**config.mk**
```make
export PLATFORM = sky130hd
export DESIGN_NAME = mem_access_unit
export DESIGN_NICKNAME = d
export VERILOG_FILES = /design/src/rtl/rv32_mem_pkg.sv /design/src/rtl/mem_load_extend.sv /design/src/rtl/mem_access_unit.sv
export SDC_FILE = /design/constraint.sdc
export NUM_CORES = 1
export LEC_CHECK = 0
export BUFFER_PORTS_ARGS = -buffer_cell sky130_fd_sc_hd__buf_2
export CORE_UTILIZATION = 52
export DETAILED_ROUTE_END_ITERATION = 6
export GPL_TIMING_DRIVEN = 0
export PLACE_DENSITY = 0.9
export SLEW_MARGIN = 20
export SYNTH_ARGS = -nofsm -noshare
export SYNTH_HDL_FRONTEND = slang
export SYNTH_SLANG_ARGS = --single-unit
```
**constraint.sdc**
```tcl
create_clock -name CLK -period 5.09 [get_ports CLK]
set_input_delay 0 -clock CLK [delete_from_list [all_inputs] [get_ports CLK]]
set_output_delay 0 -clock CLK [all_outputs]
set_load 0.02 [all_outputs]
```
**src/rtl/rv32_mem_pkg.sv**
```systemverilog
// Shared definitions for the MEM-stage load/store unit: access codes,
// FSM encoding, byte-lane patterns and small decode helpers.
package rv32_mem_pkg;

  localparam logic [2:0] F3_LB  = 3'b000;
  localparam logic [2:0] F3_LH  = 3'b001;
  localparam logic [2:0] F3_LW  = 3'b010;
  localparam logic [2:0] F3_LBU = 3'b100;
  localparam logic [2:0] F3_LHU = 3'b101;

  localparam logic [1:0] SZ_B = 2'b00;
  localparam logic [1:0] SZ_H = 2'b01;
  localparam logic [1:0] SZ_W = 2'b10;

  localparam logic [3:0] BE_BYTE = 4'b0001;
  localparam logic [3:0] BE_HALF = 4'b0011;
  localparam logic [3:0] BE_WORD = 4'b1111;

  typedef enum logic [1:0] {
    ST_IDLE   = 2'd0,
    ST_ACCESS = 2'd1,
    ST_DONE   = 2'd2
  } state_t;

  // Access size of a load; reserved funct3 codes behave as a word load.
  function automatic logic [1:0] load_size(input logic [2:0] f3);
    case (f3)
      F3_LB, F3_LBU: load_size = SZ_B;
      F3_LH, F3_LHU: load_size = SZ_H;
      F3_LW:         load_size = SZ_W;
      default:       load_size = SZ_W;
    endcase
  endfunction

  // Reserved store size 2'b11 is treated as a word store.
  function automatic logic [1:0] store_size(input logic [1:0] s);
    case (s)
      SZ_B:    store_size = SZ_B;
      SZ_H:    store_size = SZ_H;
      default: store_size = SZ_W;
    endcase
  endfunction

  function automatic logic [3:0] be_pattern(input logic [1:0] size);
    case (size)
      SZ_B:    be_pattern = BE_BYTE;
      SZ_H:    be_pattern = BE_HALF;
      default: be_pattern = BE_WORD;
    endcase
  endfunction

  function automatic logic is_aligned(input logic [1:0] size, input logic [1:0] off);
    case (size)
      SZ_B:    is_aligned = 1'b1;
      SZ_H:    is_aligned = ~off[0];
      default: is_aligned = (off == 2'b00);
    endcase
  endfunction

endpackage

```
**src/rtl/mem_load_extend.sv**
```systemverilog
// Selects the addressed byte/halfword from a memory word and extends it
// according to the load funct3. Purely combinational.
module mem_load_extend
  import rv32_mem_pkg::*;
(
  input  logic [31:0] rdata,
  input  logic [1:0]  offset,
  input  logic [2:0]  funct3,
  output logic [31:0] result
);

  logic [7:0]  byte_sel;
  logic [15:0] half_sel;

  // Lane selection followed by sign/zero extension.
  always_comb begin
    case (offset)
      2'd0:    byte_sel = rdata[7:0];
      2'd1:    byte_sel = rdata[15:8];
      2'd2:    byte_sel = rdata[23:16];
      default: byte_sel = rdata[31:24];
    endcase
    half_sel = offset[1] ? rdata[31:16] : rdata[15:0];
    case (funct3)
      F3_LB:   result = {{24{byte_sel[7]}}, byte_sel};
      F3_LH:   result = {{16{half_sel[15]}}, half_sel};
      F3_LBU:  result = {24'h0, byte_sel};
      F3_LHU:  result = {16'h0, half_sel};
      default: result = rdata;
    endcase
  end

endmodule

```
**src/rtl/mem_access_unit.sv**
```systemverilog
// MEM-stage load/store unit: issues one handshaked data-memory access per
// EX/MEM op, stalls the upstream pipe while it is outstanding and returns the
// extended load result.
//
//   state     | meaning
//   ----------+-------------------------------------------------------------
//   ST_IDLE   | waiting for an op; aligned op issues, misaligned op pulses MISALIGN
//   ST_ACCESS | request held on the bus until DMEM_ACK or wait-counter timeout
//   ST_DONE   | one unstalled cycle so EX/MEM advances; inputs ignored
module mem_access_unit
  import rv32_mem_pkg::*;
#(
  parameter int TIMEOUT_CYCLES = 16,
  parameter int CNT_WIDTH      = 5
)
(
  input  logic        CLK,
  input  logic        RESET,
  input  logic [31:0] MEM_ALU_OUT,
  input  logic [31:0] MEM_REG_DATA2,
  input  logic [3:0]  MEM_DATA_MEM_READ,
  input  logic [2:0]  MEM_DATA_MEM_WRITE,
  input  logic [31:0] DMEM_RDATA,
  input  logic        DMEM_ACK,
  output logic [31:0] DMEM_ADDR,
  output logic [31:0] DMEM_WDATA,
  output logic [3:0]  DMEM_BYTE_EN,
  output logic        DMEM_READ,
  output logic        DMEM_WRITE,
  output logic [31:0] LOAD_DATA,
  output logic        STALL,
  output logic        MISALIGN,
  output logic        MEM_FAULT
);

  localparam logic [CNT_WIDTH-1:0] CNT_LOAD = CNT_WIDTH'(TIMEOUT_CYCLES - 1);

  state_t               state_q, state_d;
  logic [CNT_WIDTH-1:0] cnt_q, cnt_d;
  logic [31:0]          addr_q, addr_d;
  logic [31:0]          wdata_q, wdata_d;
  logic [3:0]           be_q, be_d;
  logic                 read_q, read_d;
  logic                 write_q, write_d;
  logic [31:0]          load_data_q, load_data_d;
  logic                 misalign_q, misalign_d;
  logic                 fault_q, fault_d;
  logic [1:0]           offset_q, offset_d;
  logic [2:0]           funct3_q, funct3_d;

  logic        store_en, load_en, op_valid, aligned, stall_c;
  logic [1:0]  acc_size;
  logic [31:0] store_lanes;
  logic [31:0] ext_data;

  mem_load_extend u_load_extend (
    .rdata  (DMEM_RDATA),
    .offset (offset_q),
    .funct3 (funct3_q),
    .result (ext_data)
  );

  // Op decode, alignment check and store lane replication.
  always_comb begin
    store_en = MEM_DATA_MEM_WRITE[2];
    load_en  = MEM_DATA_MEM_READ[3];
    op_valid = store_en | load_en;
    acc_size = store_en ? store_size(MEM_DATA_MEM_WRITE[1:0])
                        : load_size(MEM_DATA_MEM_READ[2:0]);
    aligned  = is_aligned(acc_size, MEM_ALU_OUT[1:0]);
    case (acc_size)
      SZ_B:    store_lanes = {4{MEM_REG_DATA2[7:0]}};
      SZ_H:    store_lanes = {2{MEM_REG_DATA2[15:0]}};
      default: store_lanes = MEM_REG_DATA2;
    endcase
  end

  // Next-state, request and result logic.
  always_comb begin
    state_d     = state_q;
    cnt_d       = cnt_q;
    addr_d      = addr_q;
    wdata_d     = wdata_q;
    be_d        = be_q;
    read_d      = read_q;
    write_d     = write_q;
    load_data_d = load_data_q;
    offset_d    = offset_q;
    funct3_d    = funct3_q;
    misalign_d  = 1'b0;
    fault_d     = 1'b0;
    stall_c     = 1'b0;
    case (state_q)
      ST_IDLE: begin
        if (op_valid) begin
          if (aligned) begin
            stall_c  = 1'b1;
            addr_d   = {MEM_ALU_OUT[31:2], 2'b00};
            be_d     = be_pattern(acc_size) << MEM_ALU_OUT[1:0];
            offset_d = MEM_ALU_OUT[1:0];
            funct3_d = MEM_DATA_MEM_READ[2:0];
            read_d   = ~store_en;
            write_d  = store_en;
            if (store_en) begin
              wdata_d = store_lanes;
            end
            cnt_d    = CNT_LOAD;
            state_d  = ST_ACCESS;
          end else begin
            misalign_d = 1'b1;
          end
        end
      end
      ST_ACCESS: begin
        stall_c = 1'b1;
        if (DMEM_ACK) begin
          read_d  = 1'b0;
          write_d = 1'b0;
          if (read_q) begin
            load_data_d = ext_data;
          end
          state_d = ST_DONE;
        end else if (cnt_q == '0) begin
          read_d  = 1'b0;
          write_d = 1'b0;
          fault_d = 1'b1;
          state_d = ST_DONE;
        end else begin
          cnt_d = cnt_q - 1'b1;
        end
      end
      ST_DONE: begin
        state_d = ST_IDLE;
      end
      default: begin
        state_d = ST_IDLE;
      end
    endcase
  end

  // State and output registers with synchronous active-low reset.
  always_ff @(posedge CLK) begin
    if (!RESET) begin
      state_q     <= ST_IDLE;
      cnt_q       <= '0;
      addr_q      <= '0;
      wdata_q     <= '0;
      be_q        <= '0;
      read_q      <= 1'b0;
      write_q     <= 1'b0;
      load_data_q <= '0;
      offset_q    <= '0;
      funct3_q    <= '0;
      misalign_q  <= 1'b0;
      fault_q     <= 1'b0;
    end else begin
      state_q     <= state_d;
      cnt_q       <= cnt_d;
      addr_q      <= addr_d;
      wdata_q     <= wdata_d;
      be_q        <= be_d;
      read_q      <= read_d;
      write_q     <= write_d;
      load_data_q <= load_data_d;
      offset_q    <= offset_d;
      funct3_q    <= funct3_d;
      misalign_q  <= misalign_d;
      fault_q     <= fault_d;
    end
  end

  // STALL is combinational; it is forced low while reset is asserted.
  assign STALL        = stall_c & RESET;
  assign DMEM_ADDR    = addr_q;
  assign DMEM_WDATA   = wdata_q;
  assign DMEM_BYTE_EN = be_q;
  assign DMEM_READ    = read_q;
  assign DMEM_WRITE   = write_q;
  assign LOAD_DATA    = load_data_q;
  assign MISALIGN     = misalign_q;
  assign MEM_FAULT    = fault_q;

endmodule

```
==> results of run 1 <==
[layout make-up]
type                            instances  area, µm²  area share [%]
Clock buffer                           21      449.2           5.438
Tap cell                              129      161.4           1.954
Timing Repair Buffer                  340       2372           28.72
Buffer                                 49      254.0           3.075
Clock inverter                         10      181.4           2.196
Sequential cell                       114       2282           27.63
Inverter                                4      15.01          0.1818
Multi-Input combinational cell        428       2545           30.81
[where the power goes]
group,switching (µW),internal [µW],total [µW]
registers,50.8,961,1010
clock network,439,866,1310
logic,382,270,652
total,872,2100,2970
[worst max path at each step]
stage | start | end | slack, ns | cells after the start
2_1_floorplan | offset_q[1]$_SDFFE_PN0P_ | LOAD_DATA[15]$_SDFFE_PN0P_ | 3.27 | 6
3_3_place_gp | state_q[0]$_SDFFE_PN0P_ | LOAD_DATA[15]$_SDFFE_PN0P_ | 2.70 | 4
3_5_place_dp | state_q[0]$_SDFFE_PN0P_ | LOAD_DATA[8]$_SDFFE_PN0P_ | 2.63 | 4
4_1_cts | MEM_ALU_OUT[1] | STALL | 2.57 | 10
5_1_grt | MEM_ALU_OUT[0] | DMEM_ADDR[11]$_SDFFE_PN0P_ | 2.20 | 9
6_report | MEM_ALU_OUT[0] | DMEM_ADDR[11]$_SDFFE_PN0P_ | 2.30 | 9
[tightest hold or removal path, stage by stage]
cell and delay [ns]:
buf_2 0.11, and4b_1 0.23, a211oi_2 0.24, nor3b_1 0.10
[sequential cells by signal, summed over array words and instances (netlist names)]
name	cells
MISALIGN	1
DMEM_WDATA	32
DMEM_WRITE	1
state_q	2
DMEM_READ	1
cnt_q	5
DMEM_BYTE_EN	4
LOAD_DATA	32
funct3_q	3
offset_q	2
DMEM_ADDR	30
MEM_FAULT	1
[logic make-up after synthesis]
family,share of synthesized area (%)
flip-flops,44.82
AO/OA/AOI/OAI,24.47
AND/OR/NAND/NOR,18.50
other,0.07364
XOR/XNOR,0.5161
adder cells (fa/ha/maj),0.6879
multiplexers,5.651
buffers and inverters,5.282
[cells in the final DEF, fill, tap and decap left out, types with 4 or more instances in the layout]
master,n
bufinv_16,5
inv_1,4
o211ai_1,10
o21ai_0,43
a21boi_1,19
nor2_1,15
nand3b_1,10
nand2b_1,5
buf_6,6
clkbuf_1,31
dlygate4sd3_1,134
a31oi_1,23
buf_2,214
o211a_1,10
buf_4,4
dfxtp_1,114
o221ai_1,8
a21boi_0,28
nor2b_1,11
mux2i_1,16
mux2_2,8
a22oi_1,8
nor3_1,11
nand2_1,139
clkbuf_16,16
a21oi_1,27
[through the flow]
step	setup WS, ns	instances	power, µW	hold slack, ns
finish	2.302	1095	2969	0.2219
global route	2.198	1095	3041	0.2297
CTS	2.570	1095	2873	0.1127
detailed placement	2.633	930	1513	0.2346
global placement	2.704	930	1492	0.2275
floorplan	3.271	595	1330	0.07580
[routing by layer]
metal  up-vias  GRT usage, %
met4         0         41.58
li1       2814             -
met2       650         79.19
met1      3102         52.52
met5         -             0
met3       250         13.04
==> metrics.yaml, run 1 <==
logic_synthesis:
  synthFlopType: "dfxtp_1"
  synth-seq-area-share_pct: 44.82
  synth_edf_count: 0
  synth_cell_type_count: 51
  yosysWarnings: 0
  syn_inst: 594
  syn_avg_cell_area_um2: 8.573
  synth.most_common_cell: "nand2_1"
  yosysTopAreaCell: "dfxtp_1"
  synthTopCellsByCount: "nand2_1 (139), dfxtp_1 (114), o21ai_0 (43)"
  synthArstFlopShare_pct: 0
  yosys_register_bits: 114
  syn-cell-area_um2: 5092
  synthTopCellsByArea: "dfxtp_1 (45%), nand2_1 (10%), o21ai_0 (4.2%)"
  synth_top_cell_area_share_pct: 44.82
cells_and_area:
  diodes: 0
  post-route-util_pct: 88.14
  layout.nets: 1062
  fill_cells: 448
  final_area_um2: 8260
  synthToLayoutAreaGrowth_pct: 62.21
  drive_gt1_share_pct: 28.05
sta:
  finalCriticalPeriod_ns: 2.788
  slew_headroom_pct: 28.91
  hold_viol: 0
  fin_skew_ns: 0.009076
  fmax_ghz: 0.3587
  setup_viol: 0
  rsz0062_at_grt: "false"
  setup-tns-final_ns: 0
  post-route-period-util_pct: 54.77
  worstMarginPinSlew_ns: 1.058
  slew_viol_final: 0
run_status:
  status: "finished, violations left"
  violations: "DRC"
floorplanning:
  initial_utilization_pct: 54.34
  rows: 35
  core-area_um2: 9371
  dieArea_um2: 10190
  io_pins: 211
  die_w_um: 101.0
  fp.dieH_um: 101.0
routing:
  num_vias: 6816
  drtPass1Iterations: 7
  wl_per_cell_um: 21.74
  route.met2.wl_um: 11210
  wl_um: 23810
  wl_met1_um: 8050
  drc_errors: 2
  routed.top_layer: "met4"
  drtIter0Drc: 704
  antenna_left: 0
  avgViaCountPerCell: 6.225
  route.met3.wl_um: 2366
setup_path:
  critPathBufInv: 4
  cpMaxStageDelayCell: "dlygate4sd3_1"
  r2r-end: "DMEM_ADDR[11]$_SDFFE_PN0P_"
  r2r_setup_slack_ns: 2.34
  reg2reg_depth: 7
  critPathCaptureType: "flip-flop"
  critical_path.top_delay_family: "buffers and inverters"
  cp_max_fo: 10
  cp_slowest_stage_delay_ns: 0.61
  crit_arrival_ns: 3.18
  cp.required_ns: 5.48
  critPathLaunchType: "primary input"
  crit_type: "primary input to flip-flop"
  cp_cell_sequence: "dlygate4sd3_1 > buf_2 > or2_2 > a2111oi_4 > nand2_1 > clkbuf_1 > nand2_1 > a21boi_0 > dlygate4sd3_1"
  timing.rr.start: "state_q[0]$_SDFFE_PN0P_"
clocking:
  cts_resized: 0
  htree_levels: 4
  clockRootBuffer: "clkbuf_8"
  clock_path_buffers: 2
  cts_tree: "done"
  cts_made_buffers: 17
  cts_hold_buffers: 134
  clk_pin_slew_worst_paths_ns: 0.06
  clkLatencyLatePin_ns: 0.52
  cts_sinks: 114
  post_cts_buffers: 0
flow_run:
  maxCapViolCount: 0
global_route:
  grt_max_degree: 17
  grt_first_pass_wirelength_um: 37230
  antenna_found_initial: 0
  grt_usage_pct: 48.60
  overflow: 0
  grt_pass1_vias: 7108
placed_design:
  dp_hpwl_um: 12350
  gp_congestion: 0.9628
  io_buffer_count: 206
  place_area_um2: 6289
min_path:
  hold_end: "MISALIGN$_SDFF_PN0_"
  hold_depth: 4
  worstHoldStart: "MEM_DATA_MEM_WRITE[0]"
  min_path_type: "primary input to flip-flop"
pwr:
  p_leak_uw: 0.003842
  ir_drop_mv: 0.3367
  power_density_nw_per_um2: 359.5
Note: power is estimated with default switching activity, not from simulation.
==> inputs of run 2 (changes only) <==
--- a/config.mk
+++ b/config.mk
@@ -6,10 +6,10 @@
 export NUM_CORES = 1
 export LEC_CHECK = 0
 export BUFFER_PORTS_ARGS = -buffer_cell sky130_fd_sc_hd__buf_2
-export CORE_UTILIZATION = 52
+export CORE_UTILIZATION = 48
 export DETAILED_ROUTE_END_ITERATION = 6
 export GPL_TIMING_DRIVEN = 0
-export PLACE_DENSITY = 0.9
+export PLACE_DENSITY = 0.84
 export SLEW_MARGIN = 20
 export SYNTH_ARGS = -nofsm -noshare
 export SYNTH_HDL_FRONTEND = slang
==> constraint.sdc (replaced) <==
create_clock -name CLK -period 2.9 [get_ports CLK]
set_input_delay 0 -clock CLK [delete_from_list [all_inputs] [get_ports CLK]]
set_output_delay 0 -clock CLK [all_outputs]
set_load 0.02 [all_outputs]
==> metrics.yaml, run 2 (synthesis results as in run 1) <==
floorplanning:
  die_w_um: 105
  rows: 37
  core-area_um2: 10320
  initial_utilization_pct: 49.33
  dieArea_um2: 11030
  fp.dieH_um: 105
  io_pins: 211
cells_and_area:
  final_common_cell: "buf_2"
  layout.nets: 1062
  final_cell_mix: "buf_2 (214), nand2_1 (139), dlygate4sd3_1 (134)"
  post-route-util_pct: 79.55
  diodes: 0
  fill_cells: 634
  multi_input_area_um2: 2545
  synthToLayoutAreaGrowth_pct: 61.28
  final_area_um2: 8213
  seq_area_um2: 2282
  drive_gt1_share_pct: 27.95
sta:
  fmax_ghz: 0.3565
  rsz0062_at_grt: "false"
  timing.final.ws_setup_ns: 0.09519
  setup_viol: 0
  hold_slack_ns: 0.1221
  fin_skew_ns: 0.01167
  setup-tns-final_ns: 0
  slew_headroom_pct: 36.45
  worstMarginPinSlew_ns: 0.9460
  slew_viol_final: 0
  finalCriticalPeriod_ns: 2.805
  hold_viol: 0
  post-route-period-util_pct: 96.72
global_route:
  grt_pass1_vias: 6262
  grt_usage_pct: 37.48
  overflow: 0
  grt_first_pass_wirelength_um: 32030
  antenna_found_initial: 0
  grt_max_degree: 17
clocking:
  clockRootBuffer: "clkbuf_8"
  cts_sinks: 114
  post_cts_buffers: 0
  htree_levels: 4
  cts_resized: 0
  cts_made_buffers: 17
  clock_path_buffers: 2
  clkLatencyLatePin_ns: 0.51
  cts_hold_buffers: 134
  clk_pin_slew_worst_paths_ns: 0.06
  cts_tree: "done"
setup_path:
  crit_type: "primary input to flip-flop"
  critPathLaunchType: "primary input"
  cp_max_fo: 10
  critPathCaptureType: "flip-flop"
  crit_arrival_ns: 3.19
  cp.required_ns: 3.28
placed_design:
  gp_congestion: 0.9555
  io_buffer_count: 206
  dp_hpwl_um: 11470
  place_area_um2: 6297
  dp_slack_ns: 0.4724
pwr:
  ir_drop_mv: 0.3979
  p_leak_uw: 0.003813
  power_density_nw_per_um2: 599.4
  combPwrFrac_pct: 22.2
  clkPwrFrac_pct: 42.0
  p_int_uw: 3481
  p_switching_uw: 1441
  p_sw_share_pct: 29.28
  p_seq_share_pct: 35.8
routing:
  num_vias: 6253
  drtPass1Iterations: 5
  drc_errors: 0
  drtIter0Drc: 551
  wl_um: 20630
  wl_per_cell_um: 18.72
  antenna_left: 0
  avgViaCountPerCell: 5.674
min_path:
  min_path_type: "primary input to flip-flop"
run_status:
  status: "completed"
flow_run:
  maxCapViolCount: 0
==> run 2: cell types whose count changed in the layout (fill, tap and decap cells not counted), sizes merged <==
cell and change:
bufinv -2, clkinv +2
==> run 2: worst max-delay path: stages <==
cell           delay (ns)
dlygate4sd3_1        0.56
buf_2                0.16
or2_2                0.36
a2111oi_4            0.57
nand2_1              0.32
clkbuf_1             0.32
nand2_1              0.17
a21boi_0             0.13
dlygate4sd3_1        0.60
==> run 2: cell type report <==
type / instances / share of cell area [%]
timing repair buffer: 340 / 28.88
inverter: 4 / 0.1828
buffer: 49 / 3.093
tap: 136 / 2.072
sequential: 114 / 27.79
clock inverter: 10 / 1.645
clock buffer: 21 / 5.347
multi-input combinational: 428 / 30.99
==> run 2: power groups by stage <==
stage                     clock network, µW  registers [µW]  logic (µW)
after floorplan                           0            1900         435
after global placement                    0            1780         855
after detailed placement                  0            1780         863
after CTS                              2060            1750        1030
after global routing                   2160            1770        1160
final                                  2070            1760        1090
==> run 2: metrics by stage <==
step                      power (µW)  cells
final                           4922   1102
after global routing            5093   1102
after CTS                       4837   1102
after detailed placement        2647    937
after global placement          2635    937
after floorplan                 2335    595
==> run 2: worst paths after layout <==
kind / endpoint / start / slack, ns / cells past startpoint
min reg2reg: DMEM_ADDR[24]$_SDFFE_PN0P_ / DMEM_ADDR[24]$_SDFFE_PN0P_ / 0.45 / 2
max reg2reg: DMEM_ADDR[2]$_SDFFE_PN0P_ / state_q[0]$_SDFFE_PN0P_ / 0.11 / 7
max: DMEM_ADDR[2]$_SDFFE_PN0P_ / MEM_ALU_OUT[1] / 0.1 / 9
min: state_q[0]$_SDFFE_PN0P_ / MEM_DATA_MEM_WRITE[1] / 0.12 / 5
==> run 2: routing by layer <==
layer,wire length [µm],up-vias,GRT usage [%],part of all wire (%)
li1,-,2824,-,-
met1,7721,2873,42.23,37
met2,10080,438,63.58,49
met3,1505,118,7.923,7.3
met4,1326,0,25.35,6.4
met5,0,-,0,0
==> inputs of run 3 (changes only) <==
--- a/config.mk
+++ b/config.mk
@@ -6,11 +6,12 @@
 export NUM_CORES = 1
 export LEC_CHECK = 0
 export BUFFER_PORTS_ARGS = -buffer_cell sky130_fd_sc_hd__buf_2
-export CORE_UTILIZATION = 48
+export CORE_UTILIZATION = 49
 export DETAILED_ROUTE_END_ITERATION = 6
 export GPL_TIMING_DRIVEN = 0
 export PLACE_DENSITY = 0.84
 export SLEW_MARGIN = 20
 export SYNTH_ARGS = -nofsm -noshare
 export SYNTH_HDL_FRONTEND = slang
+export SYNTH_HIERARCHICAL = 1
 export SYNTH_SLANG_ARGS = --single-unit
==> metrics.yaml, run 3 <==
logic_synthesis:
  yosysTopAreaCell: "dfxtp_1"
  synth_edf_count: 0
  synth_top_cell_area_share_pct: 42.68
  syn_inst: 674
  yosysWarnings: 6
  synth_cell_type_count: 51
  synth.most_common_cell: "nand2_1"
  synthTopCellsByArea: "dfxtp_1 (43%), nand2_1 (8.4%), a21oi_1 (6.9%)"
  syn-cell-area_um2: 5348
  yosys_register_bits: 114
  synth-seq-area-share_pct: 42.68
  syn_avg_cell_area_um2: 7.934
  synthTopCellsByCount: "nand2_1 (120), dfxtp_1 (114), a21oi_1 (74)"
  synthArstFlopShare_pct: 0
  synthFlopType: "dfxtp_1"
sta:
  post-route-period-util_pct: 92.48
  slew_headroom_pct: 37.66
  hold_viol: 0
  slew_viol_final: 0
  setup_viol: 0
  fin_skew_ns: 0.01285
  finalCriticalPeriod_ns: 2.682
  hold_slack_ns: 0.03320
  worstMarginPinSlew_ns: 0.9288
  setup-tns-final_ns: 0
  rsz0062_at_grt: "false"
  fmax_ghz: 0.3728
clocking:
  clockRootBuffer: "clkbuf_8"
  clock_path_buffers: 2
  cts_tree: "done"
  post_cts_buffers: 0
  cts_resized: 0
  cts_hold_buffers: 112
  cts_sinks: 114
  htree_levels: 4
  clkLatencyLatePin_ns: 0.52
  cts_made_buffers: 17
  clk_pin_slew_worst_paths_ns: 0.06
pwr:
  p_leak_uw: 0.003598
  ir_drop_mv: 0.4581
  power_density_nw_per_um2: 600.9
  power_uw: 4970
global_route:
  grt_usage_pct: 37.24
  overflow: 0
  grt_first_pass_wirelength_um: 33060
  grt_max_degree: 17
  grt_pass1_vias: 6688
  antenna_found_initial: 0
floorplanning:
  core-area_um2: 10460
  die_w_um: 106.5
  io_pins: 211
  dieArea_um2: 11330
  rows: 37
  initial_utilization_pct: 51.11
  fp.dieH_um: 106.5
cells_and_area:
  layout.nets: 1118
  diodes: 0
  drive_gt1_share_pct: 24.93
  final_cell_mix: "buf_2 (207), nand2_1 (120), dfxtp_1 (114)"
  synthToLayoutAreaGrowth_pct: 54.66
  final_area_um2: 8270
  final_common_cell: "buf_2"
setup_path:
  critPathLaunchType: "flip-flop"
  crit_arrival_ns: 2.68
  crit_type: "flip-flop to output port"
  cp.required_ns: 2.90
  critPathCaptureType: "output port"
  cp_max_fo: 10
min_path:
  min_path_type: "primary input to flip-flop"
flow_run:
  maxCapViolCount: 0
routing:
  wl_per_cell_um: 18.44
  antenna_left: 0
  wl_um: 21380
  drtIter0Drc: 747
  drtPass1Iterations: 6
  avgViaCountPerCell: 5.933
  num_vias: 6876
  drc_errors: 0
placed_design:
  gp_congestion: 0.9301
  place_area_um2: 6543
  dp_hpwl_um: 12050
  io_buffer_count: 204
run_status:
  status: "completed"
[run 3: cell type report]
| class | count | area [µm²] |
|---|---|---|
| flip-flops and latches | 114 | 2282 |
| well taps | 136 | 170.2 |
| inverters | 8 | 30.03 |
| repair buffers | 316 | 2142 |
| multi-input cells | 484 | 2731 |
| clock inverters | 13 | 175.2 |
| plain buffers | 69 | 307.8 |
| fillers | 714 | 2192 |
| clock buffers | 19 | 431.7 |
[run 3: path summary, 6_finish.rpt]
kind / start / end / slack [ns] / cells after the start
min reg2reg: LOAD_DATA[15]$_SDFFE_PN0P_ / LOAD_DATA[15]$_SDFFE_PN0P_ / 0.45 / 2
max reg2reg: state_q[1]$_SDFFE_PN0P_ / DMEM_WDATA[12]$_SDFFE_PN0P_ / 0.31 / 7
min: DMEM_RDATA[18] / LOAD_DATA[18]$_SDFFE_PN0P_ / 0.03 / 5
max: state_q[0]$_SDFFE_PN0P_ / STALL / 0.22 / 6
[run 3: worst max-delay path, cell delays in order (launching register included)]
cell,delay (ns)
dfxtp_1,0.35
or2_2,0.35
a211o_1,0.27
clkbuf_1,0.19
clkbuf_1,0.31
a311oi_1,0.45
buf_2,0.24
[run 3: per-stage QoR]
| stage | setup WS (ns) | instances | util, % |
|---|---|---|---|
| 2_1_floorplan | 0.9192 | 675 | - |
| 3_3_place_gp | 0.7873 | 1015 | 62.53 |
| 3_5_place_dp | 0.7473 | 1015 | 62.53 |
| 4_1_cts | 0.2901 | 1159 | 79.05 |
| 5_1_grt | 0.1765 | 1159 | 79.05 |
| 6_report | 0.2179 | 1159 | 79.05 |
[run 3: logic make-up after synthesis]
family	after synthesis	share of synthesized area, %
simple gates	233	19.77
compound gates	224	26.30
flops	114	42.68
buf+inv	77	6.317
mux	20	3.884
fa+ha+maj	3	0.6551
xor+xnor	2	0.3276
other cells	1	0.07012
[run 3: where the power goes]
group / internal (µW) / leakage [µW] / switching (µW) / total (µW)
registers: 1670 / 0.000931 / 67.2 / 1730
clock network: 1350 / 0.000290 / 805 / 2150
logic: 449 / 0.00238 / 634 / 1080
[run 3: routing by layer]
metal	GRT usage, %	wire, µm
met4	21.23	1015
met1	42.98	8006
met2	63.36	10420
met3	8.338	1938
met5	0	0
